[src/rtl/sd_arb_pkg.sv]
// Shared types and constants for the SD card request arbiter.
// No logic; state encoding, op codes and address width only.
// Imported by the arbiter top and its round-robin picker.
package sd_arb_pkg;

  typedef enum logic [2:0] {
    IDLE,
    ISSUE,
    WAIT_BUSY,
    XFER,
    DONE
  } arb_state_t;

  localparam logic OP_READ  = 1'b0;
  localparam logic OP_WRITE = 1'b1;

  localparam int SECTOR_ADDR_W = 26;

endpackage

[src/rtl/rr_arbiter.sv]
// Round-robin picker: first asserted request at or after the pointer, wrapping.
// Latency: purely combinational.
// Backpressure: none; the caller decides when to act on the grant.
module rr_arbiter
  import sd_arb_pkg::*;
#(
  parameter int NUM_REQ = 2,
  parameter int IDX_W   = (NUM_REQ > 1) ? $clog2(NUM_REQ) : 1
) (
  input  logic [NUM_REQ-1:0] i_req,
  input  logic [IDX_W-1:0]   i_ptr,
  output logic [NUM_REQ-1:0] o_grant,
  output logic [IDX_W-1:0]   o_idx,
  output logic               o_any
);

  logic [IDX_W:0] w_pos;

  // Scan from the pointer, wrapping modulo NUM_REQ; the first hit wins.
  always_comb begin
    o_grant = '0;
    o_idx   = '0;
    o_any   = 1'b0;
    w_pos   = '0;
    for (int k = 0; k < NUM_REQ; k++) begin
      w_pos = {1'b0, i_ptr} + (IDX_W+1)'(k);
      if (w_pos >= (IDX_W+1)'(NUM_REQ)) begin
        w_pos = w_pos - (IDX_W+1)'(NUM_REQ);
      end
      if (!o_any && i_req[w_pos[IDX_W-1:0]]) begin
        o_grant[w_pos[IDX_W-1:0]] = 1'b1;
        o_idx                     = w_pos[IDX_W-1:0];
        o_any                     = 1'b1;
      end
    end
  end

endmodule

[src/rtl/sd_request_arbiter.sv]
// Shares one SD card controller between NUM_REQ sector requesters, round-robin.
// Latency: request seen in IDLE -> execute pulse 2 cycles later; done 2 cycles after sector edge.
// Backpressure: requests wait while the controller is busy; watchdog aborts stalled operations.
module sd_request_arbiter
  import sd_arb_pkg::*;
#(
  parameter int NUM_REQ        = 2,
  parameter int SECTOR_BYTES   = 512,
  parameter int TIMEOUT_CYCLES = 1_000_000
) (
  input  logic                              i_clk,
  input  logic                              i_rst,
  input  logic [NUM_REQ-1:0]                i_req_valid,
  input  logic [NUM_REQ-1:0]                i_req_op,
  input  logic [NUM_REQ*SECTOR_ADDR_W-1:0]  i_req_sector,
  input  logic [NUM_REQ*8-1:0]              i_req_wdata,
  output logic [NUM_REQ-1:0]                o_req_grant,
  output logic [NUM_REQ-1:0]                o_req_byte_strobe,
  output logic [NUM_REQ-1:0]                o_req_done,
  output logic                              o_req_error,
  output logic [7:0]                        o_rsp_byte,
  output logic                              o_ctrl_op_code,
  output logic                              o_ctrl_execute,
  output logic [SECTOR_ADDR_W-1:0]          o_ctrl_sector_address,
  output logic [7:0]                        o_ctrl_outgoing_byte,
  input  logic [7:0]                        i_ctrl_incoming_byte,
  input  logic                              i_ctrl_finished_byte,
  input  logic                              i_ctrl_finished_sector,
  input  logic                              i_ctrl_busy
);

  localparam int IW = (NUM_REQ > 1) ? $clog2(NUM_REQ) : 1;
  localparam int CW = $clog2(SECTOR_BYTES + 2);
  localparam int WW = $clog2(TIMEOUT_CYCLES + 1);

  arb_state_t                r_state;
  logic [NUM_REQ-1:0]        r_grant;
  logic [IW-1:0]             r_idx;
  logic [IW-1:0]             r_rr_ptr;
  logic                      r_op;
  logic [SECTOR_ADDR_W-1:0]  r_sector;
  logic                      r_execute;
  logic [NUM_REQ-1:0]        r_strobe;
  logic [NUM_REQ-1:0]        r_done;
  logic                      r_error;
  logic [7:0]                r_rsp_byte;
  logic [CW-1:0]             r_byte_cnt;
  logic [WW-1:0]             r_wd_cnt;
  logic                      r_fb_d1, r_fb_d2, r_fs_d1, r_fs_d2;

  logic [NUM_REQ-1:0]        w_arb_grant;
  logic [IW-1:0]             w_arb_idx;
  logic                      w_arb_any;
  logic                      w_sel_op;
  logic [SECTOR_ADDR_W-1:0]  w_sel_sector;
  logic [7:0]                w_out_byte;
  logic                      w_fb_edge, w_fs_edge, w_wd_expired;
  logic [CW-1:0]             w_cnt_next, w_cnt_after;

  rr_arbiter #(
    .NUM_REQ (NUM_REQ),
    .IDX_W   (IW)
  ) u_rr (
    .i_req   (i_req_valid),
    .i_ptr   (r_rr_ptr),
    .o_grant (w_arb_grant),
    .o_idx   (w_arb_idx),
    .o_any   (w_arb_any)
  );

  // Op and sector of the requester the picker would choose this cycle.
  always_comb begin
    w_sel_op     = 1'b0;
    w_sel_sector = '0;
    for (int i = 0; i < NUM_REQ; i++) begin
      if (w_arb_idx == IW'(i)) begin
        w_sel_op     = i_req_op[i];
        w_sel_sector = i_req_sector[i*SECTOR_ADDR_W +: SECTOR_ADDR_W];
      end
    end
  end

  // Owner's write byte goes straight to the controller; idle bus reads as 0xFF.
  always_comb begin
    w_out_byte = 8'hFF;
    for (int i = 0; i < NUM_REQ; i++) begin
      if (r_grant[i]) begin
        w_out_byte = i_req_wdata[i*8 +: 8];
      end
    end
  end

  assign w_fb_edge    = r_fb_d1 & ~r_fb_d2;
  assign w_fs_edge    = r_fs_d1 & ~r_fs_d2;
  assign w_wd_expired = (r_wd_cnt == WW'(TIMEOUT_CYCLES - 1));
  assign w_cnt_next   = (r_byte_cnt == CW'(SECTOR_BYTES + 1)) ? r_byte_cnt : r_byte_cnt + 1'b1;
  assign w_cnt_after  = w_fb_edge ? w_cnt_next : r_byte_cnt;

  // Register the controller's completion levels so edges can be detected in core_clk.
  always_ff @(posedge i_clk or posedge i_rst) begin
    if (i_rst) begin
      r_fb_d1 <= 1'b0;
      r_fb_d2 <= 1'b0;
      r_fs_d1 <= 1'b0;
      r_fs_d2 <= 1'b0;
    end else begin
      r_fb_d1 <= i_ctrl_finished_byte;
      r_fb_d2 <= r_fb_d1;
      r_fs_d1 <= i_ctrl_finished_sector;
      r_fs_d2 <= r_fs_d1;
    end
  end

  // Operation sequencer: grant, execute pulse, byte transfer, completion with error flag.
  always_ff @(posedge i_clk or posedge i_rst) begin
    if (i_rst) begin
      r_state    <= IDLE;
      r_grant    <= '0;
      r_idx      <= '0;
      r_rr_ptr   <= '0;
      r_op       <= OP_READ;
      r_sector   <= '0;
      r_execute  <= 1'b0;
      r_strobe   <= '0;
      r_done     <= '0;
      r_error    <= 1'b0;
      r_rsp_byte <= '0;
      r_byte_cnt <= '0;
      r_wd_cnt   <= '0;
    end else begin
      r_execute <= 1'b0;
      r_strobe  <= '0;
      r_done    <= '0;
      r_error   <= 1'b0;
      case (r_state)
        IDLE: begin
          if (!i_ctrl_busy && w_arb_any) begin
            r_grant  <= w_arb_grant;
            r_idx    <= w_arb_idx;
            r_op     <= w_sel_op ? OP_WRITE : OP_READ;
            r_sector <= w_sel_sector;
            r_state  <= ISSUE;
          end
        end
        ISSUE: begin
          r_execute  <= 1'b1;
          r_byte_cnt <= '0;
          r_wd_cnt   <= '0;
          r_state    <= WAIT_BUSY;
        end
        WAIT_BUSY: begin
          if (w_wd_expired) begin
            r_done  <= r_grant;
            r_error <= 1'b1;
            r_state <= DONE;
          end else begin
            r_wd_cnt <= r_wd_cnt + 1'b1;
            if (i_ctrl_busy) begin
              r_state <= XFER;
            end
          end
        end
        XFER: begin
          if (w_fb_edge) begin
            if (r_op == OP_READ) begin
              r_rsp_byte <= i_ctrl_incoming_byte;
            end
            r_strobe   <= r_grant;
            r_byte_cnt <= w_cnt_next;
          end
          if (w_fs_edge) begin
            r_done  <= r_grant;
            r_error <= (w_cnt_after != CW'(SECTOR_BYTES));
            r_state <= DONE;
          end else if (w_wd_expired) begin
            r_done  <= r_grant;
            r_error <= 1'b1;
            r_state <= DONE;
          end else begin
            r_wd_cnt <= r_wd_cnt + 1'b1;
          end
        end
        DONE: begin
          r_grant  <= '0;
          r_rr_ptr <= (r_idx == IW'(NUM_REQ - 1)) ? '0 : r_idx + 1'b1;
          r_state  <= IDLE;
        end
        default: r_state <= IDLE;
      endcase
    end
  end

  assign o_req_grant           = r_grant;
  assign o_req_byte_strobe     = r_strobe;
  assign o_req_done            = r_done;
  assign o_req_error           = r_error;
  assign o_rsp_byte            = r_rsp_byte;
  assign o_ctrl_op_code        = r_op;
  assign o_ctrl_execute        = r_execute;
  assign o_ctrl_sector_address = r_sector;
  assign o_ctrl_outgoing_byte  = w_out_byte;

endmodule

[config.mk]
export PLATFORM = sky130hd
export DESIGN_NAME = sd_request_arbiter
export DESIGN_NICKNAME = d
export VERILOG_FILES = /design/src/rtl/sd_arb_pkg.sv /design/src/rtl/rr_arbiter.sv /design/src/rtl/sd_request_arbiter.sv
export SDC_FILE = /design/constraint.sdc
export NUM_CORES = 1
export LEC_CHECK = 0
export BUFFER_PORTS_ARGS = -buffer_cell sky130_fd_sc_hd__buf_2
export CAP_MARGIN = 20
export CORE_ASPECT_RATIO = 1.2
export CORE_MARGIN = 2
export CORE_UTILIZATION = 55
export DETAILED_ROUTE_END_ITERATION = 16
export GPL_TIMING_DRIVEN = 0
export PLACE_DENSITY = 0.95
export SYNTH_ARGS = -nofsm -noshare
export SYNTH_HDL_FRONTEND = slang
export SYNTH_SLANG_ARGS = --single-unit
[constraint.sdc]
create_clock -name i_clk -period 6.3 [get_ports i_clk]
set_input_delay 0.945 -clock i_clk [delete_from_list [all_inputs] [get_ports i_clk]]
set_output_delay 0.945 -clock i_clk [all_outputs]
set_load 0.05 [all_outputs]
== Yosys cells after proc, flatten, opt, wreduce, memory -nomap -nowiden ==
Cells that the tools add are included.
Operators by class
  add/subtract/negate cells: 6
  magnitude comparators: 6
  equality and inequality tests: 11
  muxes and demuxes: 45
  bitwise operators: 6
  reduce and logical (&&, ||, !) cells: 15
Operators by type and width (number)
  20-bit one-hot mux with 3 select lines: 1
  20-bit two-way mux: 2
  26-bit two-way mux: 1
  20-bit by 1-bit adder with 20-bit output, second input constant: 1
  20-bit equality test, second input constant: 1
  10-bit two-way mux: 2
  10-bit one-hot mux with 2 select lines: 1
  1-bit two-way mux: 18
  8-bit two-way mux: 2
  3-bit two-way mux: 5
  2-bit two-way mux: 7
  3-bit one-hot mux with 4 select lines: 1
  10-bit by 1-bit adder with 10-bit output, second input constant: 1
  10-bit equality test, second input constant: 1
  10-bit != test, second input constant: 1
  2-bit one-hot mux with 2 select lines: 2
  3-bit by 2-bit equality test with 1-bit output, second input constant: 2
  3-bit != test, second input constant: 2
  2-bit AND reduction: 3
  3-bit AND reduction: 2
  1-bit logical AND: 4
  1-bit by 2-bit < comparator with 1-bit output, second input constant: 2
  2-bit != test, second input constant: 2
  2-bit nonzero test: 2
  16 further kinds: 23
Storage, ports and cells
  register bits after elaboration: 82

== Depth between registers and ports, before layout ==
Gate-level depths: netlist of the first run.
  depth in word-level cells: 11
  mapped depth: 7
  depth with buffers taken out: 7

== Cells and area by module ==
A second synthesis of the first run with hierarchy kept.
Unflattened totals
  cells, all modules: 417
  area total of the unflattened synthesis: 4141.5 um^2
By module, submodules not included
  sd_request_arbiter: instances 1, cells each 412, area an instance 4108.9 um^2
  rr_arbiter: instances 1, cells each 5, area an instance 32.5 um^2

== Worst setup path before layout of the first run ==
OpenSTA, ideal clock, no wires.
  kind: input-to-reg
  start: input port i_ctrl_busy
  end: register r_wd_cnt[7]
  setup time: 0.119 ns
  arrival time: 2.353 ns
  required time: 6.181 ns
  slack: 3.828 ns
  stages on the path: 6
  path buffers: 1
  cells stage by stage: o21bai_1 -> a211o_1 -> or2_2 -> clkbuf_1 -> o31a_2 -> o21a_1
RTL lines
  from (decl): RTL line sd_request_arbiter.sv:29  | input logic i_ctrl_busy
  to (signal assigned): RTL line sd_request_arbiter.sv:157  | r_wd_cnt <= r_wd_cnt + 1'b1;
  to (signal assigned): RTL line sd_request_arbiter.sv:180  | r_wd_cnt <= r_wd_cnt + 1'b1;
  to (decl): RTL line sd_request_arbiter.sv:48  | logic [WW-1:0] r_wd_cnt;

== Final worst setup path of the first run ==
  start: register r_grant[1] (netlist: o_req_grant[1])
  end: output port o_ctrl_outgoing_byte[3]
On the way
  word-level cells in the longest chain between the ends: 1
Ends and longest elaborated chain
  from (decl): RTL line sd_request_arbiter.sv:37  | logic [NUM_REQ-1:0] r_grant;
  from (signal assigned): RTL line sd_request_arbiter.sv:138  | r_grant <= w_arb_grant;
  8-bit two-way mux: RTL line sd_request_arbiter.sv:87  | if (r_grant[i]) begin
  to (decl): RTL line sd_request_arbiter.sv:25  | output logic [7:0] o_ctrl_outgoing_byte,
No other way between the ends.

==> results of run 1 <==
kinds of logic (layout without fill, tap and decap cells):
group	after synthesis	in the layout	synth area share, %
fa+ha+maj	3	3	0.901
flops	82	82	49.2
simple gates	154	154	19.2
compound gates	104	104	15.9
buf+inv	38	189	3.48
mux	38	38	9.37
xor+xnor	9	9	1.89
path summary, 6_finish.rpt:
check                      cells after the start      startpoint                        end  slack (ns)
max in group asynchronous                      3           i_rst  o_ctrl_sector_address[12]        5.15
hold reg to reg                                0         r_fs_d1                    r_fs_d2        0.44
min in group asynchronous                      2           i_rst              o_req_done[1]        0.58
setup reg to reg                               5      r_state[1]              o_rsp_byte[4]        3.73
hold / removal                                 0         r_fs_d1                    r_fs_d2        0.44
setup / recovery                               4  o_req_grant[1]    o_ctrl_outgoing_byte[3]        3.66
flip-flops by register name, summed over array words and instances (netlist names), 2 cells and up:
signal / cells
r_state: 3
o_req_done: 2
r_wd_cnt: 20
r_byte_cnt: 10
o_rsp_byte: 8
o_ctrl_sector_address: 26
o_req_grant: 2
o_req_byte_strobe: 2
layer usage:
metal | GRT usage [%] | vias to the layer above | wire, um
met2 | 46.4 | 151 | 5790
met4 | 13.2 | 0 | 383
met1 | 32.3 | 1911 | 4120
met5 | 0 | - | 0
li1 | - | 1848 | -
met3 | 3.57 | 37 | 526
metrics by stage:
stage / utilization, % / cells / setup slack [ns]
after detailed placement: 68.1 / 654 / 3.55
after CTS: 71.1 / 669 / 3.67
after floorplan: - / 428 / 3.25
after global routing: 71.1 / 669 / 3.53
final: 71.1 / 669 / 3.66
after global placement: 67.7 / 653 / 2.41
power by group through the flow:
stage | Combinational (mW) | Clock (mW) | Sequential, mW
global route | 1.27 | 0.441 | 0.803
global placement | 1.15 | 0 | 0.779
CTS | 1.19 | 0.420 | 0.780
finish | 1.19 | 0.417 | 0.783
floorplan | 0.488 | 0 | 1.18
detailed placement | 1.19 | 0 | 0.787
layout make-up:
class	instances	area [um^2]
fill	526	2110
sequential	82	2050
buffer	23	88.8
inverter	15	58.8
multi-input combinational	308	1970
timing repair buffer	136	703
clock inverter	5	78.8
tap	90	113
clock buffer	10	138
critical path: stages (launching register included):
cell and delay (ns):
dfrtp_1 0.41, inv_1 0.08, clkbuf_1 0.35, o22a_1 0.23, buf_2 0.26
placed cells by master (no fill, tap or decap), types with 8 or more instances in the layout:
cell type	n
nand4_1	9
dfrtp_1	82
a21oi_1	12
nand2_1	52
mux2_2	8
buf_2	136
nor3_1	12
o21ai_0	47
inv_1	14
o22a_1	8
nor2_1	21
clkbuf_8	10
nand3_1	13
mux2i_1	30
nor4_1	9
clkbuf_1	17
xnor2_1	9
==> results.tsv, run 1 <==
metric	value	unit
drt_iter0_markers	297	
cap_violations	0	
root_buffer	clkbuf_8	
ir_drop	0.343	mV
power.share.clock	17.4	%
synthFlopType	dfrtp_1	
synth-seq-cells	82	
internal-power	1.21	mW
clock-sinks	82	
dpl.hpwl	7.98	mm
numCtsBuffers	9	
hold_class	reg2reg	
synth_warnings	0	
total_power	2.39	mW
max_freq	379	MHz
clk_latency	0.36	ns
synth.avg_cell_area	9.74	um^2
max_slew_margin	49.5	%
clk_pin_slew_worst_paths	0.08	ns
cts-resized-gates	0	
die_x	83.5	um
path_max_fanout	10	
grt_antenna_before_repair	0	
drt_first_pass_iters	5	
cts_max_path_buffers	2	
dieArea	8290	um^2
area_delta_synth_final	24.8	%
synthArstFlopShare	100	%
synth_cell_types	56	
end_kind	output port	
synth-edff-count	0	
grt_pass1_vias	3939	
n_antenna_cell	0	
slew_viol_final	0	
p_leak	2.54	nW
vias	3947	
pin_count	136	
critical_path_class	reg2out	
power.density	460	nW/um^2
yosysSeqAreaShare	49.2	%
synthCells	428	
synth.top_cell.area_share	49.2	%
ant_nets	0	
crit_path_start_kind	flop	
power.switching	1.18	mW
setup-tns-final	0	ns
finalCriticalPeriod	2.64	ns
drt_wl_total	10.8	mm
cts_tree	done	
netlist_area	4170	um^2
htreeDepth	3	
grt_pass1_wl	17.9	mm
grt_max_degree	54	
start_util	57.0	%
min_period_over_period	41.9	%
placed_area	4990	um^2
drcViolationCount	0	
p_sw_share	49.4	%
drive_gt1_share	29.5	%
synth_nets	516	
yosys.area.top_type	dfrtp_1	
setup_violations	0	
gp_congestion	0.910	
post_drt_wl_per_cell	16.2	um
clock_skew	0.00800	ns
post-cts-setup-buffer-count	0	
cp.arrival	1.69	ns
hold_violations	0	
rsz0062_at_grt	false	
synth.area.top_cells	dfrtp_1 (49%), mux2i_1 (7.2%), o21ai_0 (5.6%)	
grt_use_total	26.5	%
finalNetCount	663	
num_rows	34	
yosysMostFrequentCell	dfrtp_1	
yosys-top-cells-count	dfrtp_1 (82), nand2_1 (52), o21ai_0 (47)	
vias_per_cell	5.90	
ctsHoldBuffers	0	
hold_ws	0.441	ns
overflow	0	
combPwrFrac	49.9	%
power_frac_seq	32.7	%
fin_area	5200	um^2
outcome	finished clean	
crit_required	5.35	ns
tightestPinTransition	0.757	ns
die_y	99.4	um
port_buffers	135	
coreArea	7320	um^2
(Power assumes the default switching activity.)
==> run 2, diff against run 1 <==
- CORE_UTILIZATION: 55 -> 46
- PLACE_DENSITY: 0.95 -> 0.88
- clock period: 6.3 -> 2.4 ns (I/O delays scaled with it)
==> run 2 against run 1 <==
Final cell count up 5.2%. Register-to-register slack got worse by 3.7 ns. Core utilization fell by 11 points. Clock power increased by 120%. Non-clock buffer count rose by 4.
==> results.tsv, run 2 (synthesis gave the netlist of run 1 again) <==
metric	value	unit
fin_area	5330	um^2
final_cell_mix	buf_2 (136), dfrtp_1 (81), nand2_1 (51)	
dieArea	9840	um^2
outcome	finished clean	
drt_iter0_markers	305	
cap_violations	0	
hold_class	in2async	
numCtsBuffers	9	
clk_pin_slew_worst_paths	0.09	ns
vias_per_cell	5.60	
gp_congestion	0.985	
pin_count	136	
finalCriticalPeriod	2.35	ns
grt_pass1_wl	17.9	mm
root_buffer	clkbuf_8	
drcViolationCount	0	
rr_startpoint	r_wd_cnt[7]	
finalNetCount	667	
total_power	6.15	mW
min_period_over_period	97.9	%
max_slew_margin	47.4	%
start_util	46.6	%
ant_nets	0	
n_antenna_cell	0	
num_rows	38	
r2r_slack	0.05	ns
r2r-end	o_req_error	
overflow	0	
worstRegToRegCells	6	
path_max_fanout	2	
ctsHoldBuffers	0	
end_kind	flop	
hold_violations	0	
power.density	1150	nW/um^2
p_leak	2.56	nW
setup_violations	0	
final_common_cell	buf_2	
cts_tree	done	
clk_latency	0.37	ns
largest_register_ffs	26	
vias	3945	
grt_antenna_before_repair	0	
cp.arrival	2.64	ns
finalCoreUtilization	59.6	%
drt_wl_total	11.1	mm
drt_first_pass_iters	4	
clock_skew	0.0113	ns
coreArea	8940	um^2
tightestPinTransition	0.790	ns
htreeDepth	3	
die_x	90.9	um
critical_path_class	reg2reg	
crit_path_start_kind	flop	
crit_required	2.69	ns
grt_use_total	22.6	%
clock-sinks	82	
max_freq	426	MHz
ir_drop	0.799	mV
grt_max_degree	34	
post_drt_wl_per_cell	15.8	um
cts_max_path_buffers	2	
area_delta_synth_final	27.9	%
port_buffers	135	
rsz0062_at_grt	true	
drive_gt1_share	32.0	%
slew_viol_final	0	
die_y	108	um
dpl.hpwl	7.89	mm
grt_pass1_vias	3852	
placed_area	5040	um^2
[run 2: changes by cell type in the layout (fill, tap and decap cells not counted), moves of 3 or more]
cell	delta
buf_12	+3
buf_4	+3
clkinvlp_4	+3
nor3_4	+3
[run 2: power breakdown]
group	switching (mW)	internal [mW]	total, mW
Combinational	2.34	0.804	3.15
Sequential	0.292	1.78	2.07
Clock	0.548	0.382	0.930
Total	3.18	2.96	6.15
[run 2: repair_timing]
| item | CTS | global route |
|---|---|---|
| setup buffers | 4 | 0 |
| gates resized for setup | 9 | 8 |
| pin swaps | 3 | 2 |
| endpoints found under the setup margin | 17 | 15 |
[run 2: stage by stage]
stage                     TNS (ns)  instances  hold WS (ns)  worst slack [ns]
final                            0        704        0.0318            0.0498
after floorplan                  0        428         0.375             0.123
after global placement      -0.330        683         0.398           -0.0387
after CTS                        0        705        0.0336            0.0432
after detailed placement     -1.19        685         0.418            -0.123
after global routing       -0.0178        704        0.0627           -0.0178
[run 2: critical path: stages, from the launching register on]
cell and delay (ns):
dfrtp_1 0.40, or4b_1 0.53, or4_1 0.42, clkbuf_8 0.17, or4_4 0.47, o2111a_1 0.14
a31oi_1 0.16
[run 2: final cells by class]
cell class	instances	area, um^2
fill	779	3610
sequential	82	2050
multi-input combinational	308	2030
tap	120	150
clock buffer	9	124
clock inverter	7	55.1
timing repair buffer	141	758
buffer	22	95.1
inverter	15	60.1
[run 2: per-layer routing]
layer / global-route usage [%] / share of wire [%]
met5: 0 / 0
met4: 9.31 / 2.1
met3: 5.09 / 4.6
met2: 39.8 / 53
met1: 27.0 / 40
[run 2: worst max-delay path by stage]
stage	from	end
floorplan	r_wd_cnt[7]	o_req_error
global placement	r_state[1]	o_rsp_byte[0]
detailed placement	r_state[1]	o_rsp_byte[0]
CTS	r_wd_cnt[7]	o_req_error
global route	r_wd_cnt[7]	o_req_error
finish	r_wd_cnt[7]	o_req_error
